File: src/rtl/tri_bus_pkg.sv
// Shared definitions for the tristate bus arbiter: FSM encoding and the
// parameter bounds checked at elaboration.
package tri_bus_pkg;

  typedef enum logic [1:0] {
    ST_IDLE  = 2'd0,
    ST_GRANT = 2'd1,
    ST_TURN  = 2'd2
  } state_t;

  localparam int NREQ_MIN     = 2;
  localparam int NREQ_MAX     = 16;
  localparam int MAX_HOLD_MIN = 2;
  localparam int MAX_HOLD_MAX = 255;

endpackage

File: src/rtl/tri_bus_arbiter_rr_priority.sv
// Round-robin priority selector: first set request at or above ptr, wrapping
// modulo NREQ. Purely combinational.
module rr_priority
  import tri_bus_pkg::*;
#(
  parameter  int NREQ = 4,
  localparam int OW   = $clog2(NREQ)
) (
  input  logic [NREQ-1:0] req,
  input  logic [OW-1:0]   ptr,
  output logic [OW-1:0]   sel,
  output logic            any_req
);

  logic [NREQ-1:0] rot;
  logic [OW-1:0]   off;
  logic [OW:0]     sum;

  // Doubling the vector turns the wrap-around into a plain right shift.
  assign rot = NREQ'({req, req} >> ptr);

  always_comb begin
    // NOTE: every output of this block gets a default before the loop, so no
    // path leaves it unassigned and no latch is inferred.
    off     = '0;
    any_req = 1'b0;
    for (int i = NREQ - 1; i >= 0; i--) begin
      if (rot[i]) begin
        off     = OW'(i);
        any_req = 1'b1;
      end
    end
  end

  assign sum = {1'b0, ptr} + {1'b0, off};
  assign sel = (sum >= (OW + 1)'(NREQ)) ? OW'(sum - (OW + 1)'(NREQ)) : sum[OW-1:0];

endmodule

File: src/rtl/tri_bus_arbiter.sv
// Round-robin owner of a shared 32-bit tristate bus: one-hot buffer enables,
// a forced dead cycle on every hand-over, and a hold-time limit.
module tri_bus_arbiter
  import tri_bus_pkg::*;
#(
  parameter  int NREQ     = 4,
  parameter  int MAX_HOLD = 8,
  localparam int OW       = $clog2(NREQ)
) (
  input  logic            clock,
  input  logic            reset,
  input  logic [NREQ-1:0] req,
  input  logic [NREQ-1:0] done,
  output logic [NREQ-1:0] gnt,
  output logic            busy,
  output logic [OW-1:0]   owner,
  output logic            timeout
);

  localparam int            CW       = $clog2(MAX_HOLD);
  localparam logic [CW-1:0] CNT_LAST = CW'(MAX_HOLD - 1);

  if (NREQ < NREQ_MIN || NREQ > NREQ_MAX) begin : g_bad_nreq
    $error("tri_bus_arbiter: NREQ=%0d outside %0d..%0d", NREQ, NREQ_MIN, NREQ_MAX);
  end
  if (MAX_HOLD < MAX_HOLD_MIN || MAX_HOLD > MAX_HOLD_MAX) begin : g_bad_hold
    $error("tri_bus_arbiter: MAX_HOLD=%0d outside %0d..%0d", MAX_HOLD, MAX_HOLD_MIN,
           MAX_HOLD_MAX);
  end

  state_t        state;
  logic [OW-1:0] ptr;
  logic [OW-1:0] sel;
  logic          any_req;
  logic [CW-1:0] cnt;
  logic          own_done;
  logic          own_drop;
  logic          hold_hit;
  logic          release_now;

  rr_priority #(.NREQ(NREQ)) u_rr (
    .req     (req),
    .ptr     (ptr),
    .sel     (sel),
    .any_req (any_req)
  );

  // Only the current owner's done/req bits matter while the bus is held.
  assign own_done    = done[owner];
  assign own_drop    = !req[owner];
  assign hold_hit    = (cnt == CNT_LAST);
  assign release_now = own_done || own_drop || hold_hit;

  always_ff @(posedge clock or posedge reset) begin
    if (reset) begin
      state   <= ST_IDLE;
      gnt     <= '0;
      busy    <= 1'b0;
      owner   <= '0;
      timeout <= 1'b0;
      ptr     <= '0;
      cnt     <= '0;
    end else begin
      // NOTE: non-blocking assignments throughout, so every decision below
      // sees the pre-edge register values regardless of statement order.
      timeout <= 1'b0;
      case (state)
        ST_IDLE: begin
          if (any_req) begin
            gnt   <= NREQ'(1) << sel;
            owner <= sel;
            busy  <= 1'b1;
            cnt   <= '0;
            state <= ST_GRANT;
          end
        end
        ST_GRANT: begin
          if (release_now) begin
            gnt     <= '0;
            busy    <= 1'b0;
            ptr     <= (owner == OW'(NREQ - 1)) ? '0 : owner + 1'b1;
            timeout <= hold_hit && !own_done && !own_drop;
            state   <= ST_TURN;
          end else if (!hold_hit) begin
            cnt <= cnt + 1'b1;
          end
        end
        ST_TURN: state <= ST_IDLE;
        default: state <= ST_IDLE;
      endcase
    end
  end

  a_gnt_onehot0: assert property (@(posedge clock) $onehot0(gnt));

endmodule

File: config.mk
export PLATFORM = sky130hd
export DESIGN_NAME = tri_bus_arbiter
export DESIGN_NICKNAME = d
export VERILOG_FILES = /design/src/rtl/tri_bus_pkg.sv /design/src/rtl/tri_bus_arbiter_rr_priority.sv /design/src/rtl/tri_bus_arbiter.sv
export SDC_FILE = /design/constraint.sdc
export NUM_CORES = 1
export LEC_CHECK = 0
export BUFFER_PORTS_ARGS = -buffer_cell sky130_fd_sc_hd__buf_4
export CAP_MARGIN = 20
export CORE_MARGIN = 5
export CORE_UTILIZATION = 54
export CTS_CLUSTER_DIAMETER = 60
export DETAILED_ROUTE_END_ITERATION = 8
export GPL_TIMING_DRIVEN = 0
export HOLD_SLACK_MARGIN = 0.15
export PLACE_DENSITY = 0.78
export SYNTH_ARGS = -nofsm -noshare
export SYNTH_HDL_FRONTEND = slang
export SYNTH_SLANG_ARGS = --single-unit
File: constraint.sdc
create_clock -name clock -period 2.8 [get_ports clock]
set_input_delay 0.28 -clock clock [delete_from_list [all_inputs] [get_ports clock]]
set_output_delay 0.28 -clock clock [all_outputs]
set_load 0.01 [all_outputs]
==> metrics <==
prevailing post-synth register cell=dfrtp_1; Internal Power=0.628 mW; Resized cells post-CTS=0; Finish-stage setup viols=0; GPL Wtd Cong=0.841; Die W=52.7 um; Clk pwr share=0.111; Post-synth ARST share=1.00; CP Capture Type=register; # hold bufs at CTS=1; Comb power frac=0.565; Bufs on Longest Clock Path=2; Worst path max stage delay=550 ps; Mapped Nets=125; initial antenna violation count=0; Yosys warnings=0; Pwr Density=965 mW/mm^2; setup_tns=0 ps; crit path time final=2260 ps; synthesis-stage register bit count=15; Post-Syn Area=982 um^2; post-synthesis xor/xnor area fraction=0.0178; DP Area=0.00112 mm^2; CTS Sinks=15; H-tree Lvls=1; hold_ws=481 ps; RSZ-0062 raised after global routing=no; largest family of logic cells by synthesized area=simple AND/OR/NAND/NOR gates; setup bufs post-CTS=0; final instance area=0.00115 mm^2; Worst path most repeated cell=nand3_1; DRC Markers=0; Compound-Gate Fraction of Synth Area=0.166; Synth Area in Simple Gates=0.275; post-detailed-route count of antenna-violating nets=0; drt first pass iters=4; Initial Utilization=0.569; crit start category=register; wire per inst=13.2 um; Via Count=856; FMAX=0.443 GHz; drt initial violations=21; worst skew pair latency=280 ps; sequential fraction of the synthesis area=0.382; CTS tree=done; vias in the first global route=804; Crit Path Category=reg -> reg; Slew @ Worst Pin=580 ps; GRT overflow=0; first-pass GRT wire length=3500 um; # placed instances=150; VDD IR max=0.611 mV; required time worst endpoint=3020 ps; area of the core=0.00173 mm^2; Die Area=0.00277 mm^2; CP Cell Sequence=clkbuf_1 > or4_1 > o2111ai_1 > ha_1 > xor2_1 > nand2_1 > nor2_1 > nand3_1 > nand3_1; outcome=complete, no violations; CP max-delay cell=or4_1; Sw Pwr=0.486 mW; post-DP HPWL=1560 um; Flop pwr share=0.324; final hold violation count=0; non-filler cells, final=155; Power Total=1.11 mW; Slew Viols, Final=0; Reg clk slew, reported paths=100 ps; EDFF count, synth=0; crit share post-route=0.807; GRT Util Overall=0.170; std cell rows=15; post-DR vias/cell=5.52; leakage power=0.532 nW; # IOs=18; Post-Route WL=2050 um; Clock Tree Root=clkbuf_4; clk_skew=12.2 ps; Critical Path Fanout Max=10; critical path arrival=2480 ps; Nets=145; min-delay worst type=reg -> reg; ANT cells=0; mux cell area share after synthesis=0.0599; Area Overhead vs Synth=17.6%; adder-cell area share of the yosys netlist=0.0510; relative slew slack=0.613; Sw Ratio=0.436; Max Cap Viol=0; layout cells sized above 1=0.208; Cells after Synth=111; Syn Area/Cell=8.85 um^2; number of port buffers=14; CTS Buf Count=3; Synth cell types=38; Die H=52.7 um; pin count of the biggest net entering global routing=16
worst max-delay path: cells and delay by family, from the launching register on:
family / cells / cell delay (ps)
buffers and inverters: 1 / 220
AOI/OAI and AO/OA: 1 / 90
xor gates and xnor gates: 1 / 260
DFF: 1 / 420
and+or+nand+nor: 5 / 970
adders and majority gates: 1 / 230
placed cells by master, fill, tap and decap left out, types with 3 or more instances in the layout:
master	Yosys	layout
inv_1	4	4
nand3_1	15	15
nand2b_1	4	4
nor2_1	12	12
clkbuf_4	0	3
ha_1	4	4
o21ai_0	5	5
dfrtp_1	15	15
nor3_1	3	3
clkbuf_1	2	3
buf_4	2	16
nand2_1	11	11
routing by layer:
metal  GRT usage  vias up  wire length, um
met1       0.228      399              974
li1            -      433                -
met3      0.0313        2              104
met5           0        -                0
met4      0.0979        0                8
met2       0.252       22              960
worst paths after layout:
kind	start	to	slack [ps]	cells past startpoint
hold / removal	busy	busy	480	2
min in group asynchronous	reset	ptr[1]	610	3
hold reg to reg	busy	busy	480	2
setup / recovery	ptr[0]	gnt[3]	540	9
setup reg to reg	ptr[0]	gnt[3]	540	9
max in group asynchronous	reset	timeout	1800	3
area by class of cell:
| class | count | area [um^2] |
|---|---|---|
| buffer | 6 | 32.5 |
| clock buffer | 4 | 26.3 |
| timing repair buffer | 15 | 115 |
| fill | 154 | 572 |
| multi-input combinational | 86 | 559 |
| tap | 25 | 31.3 |
| inverter | 4 | 15.0 |
| sequential | 15 | 375 |
cell usage after synthesis (2+ instances only):
master	number	area share
ha_1	4	0.051
a21oi_1	2	0.010
nor3_1	3	0.015
inv_1	4	0.015
clkbuf_1	2	0.0076
buf_4	2	0.015
nand2_1	11	0.042
nor3b_1	2	0.015
nand3_1	15	0.076
o211ai_1	2	0.015
or3_1	2	0.013
nor2_1	12	0.046
buf_2	2	0.010
o31ai_1	2	0.015
o21ai_1	2	0.010
dfrtp_1	15	0.38
o21ai_0	5	0.025
nand2b_1	4	0.025
state kept, by name, indices dropped and copies added (netlist names):
name     count
ptr          2
gnt          4
busy         1
state        2
owner        2
cnt          3
timeout      1
power by group through the flow:
stage	registers [mW]	clock network [mW]	logic (mW)
floorplan	0.368	0	0.451
global placement	0.361	0	0.603
CTS	0.361	0.129	0.630
detailed placement	0.365	0	0.623
finish	0.361	0.124	0.630
global route	0.373	0.135	0.703
cells by family (layout without fill, tap and decap cells):
| logic type | count (synthesis) | in the layout |
|---|---|---|
| compound gates | 21 | 21 |
| xor+xnor | 2 | 2 |
| fa+ha+maj | 4 | 4 |
| buf+inv | 10 | 29 |
| flops | 15 | 15 |
| mux | 4 | 4 |
| simple gates | 55 | 55 |
stage by stage:
step / utilization / setup slack [ps]
after global routing: 0.669 / 318
final: 0.669 / 542
after floorplan: - / 826
after CTS: 0.669 / 555
after detailed placement: 0.648 / 611
after global placement: 0.648 / 636
No activity file was read; power rests on OpenSTA's default activity.
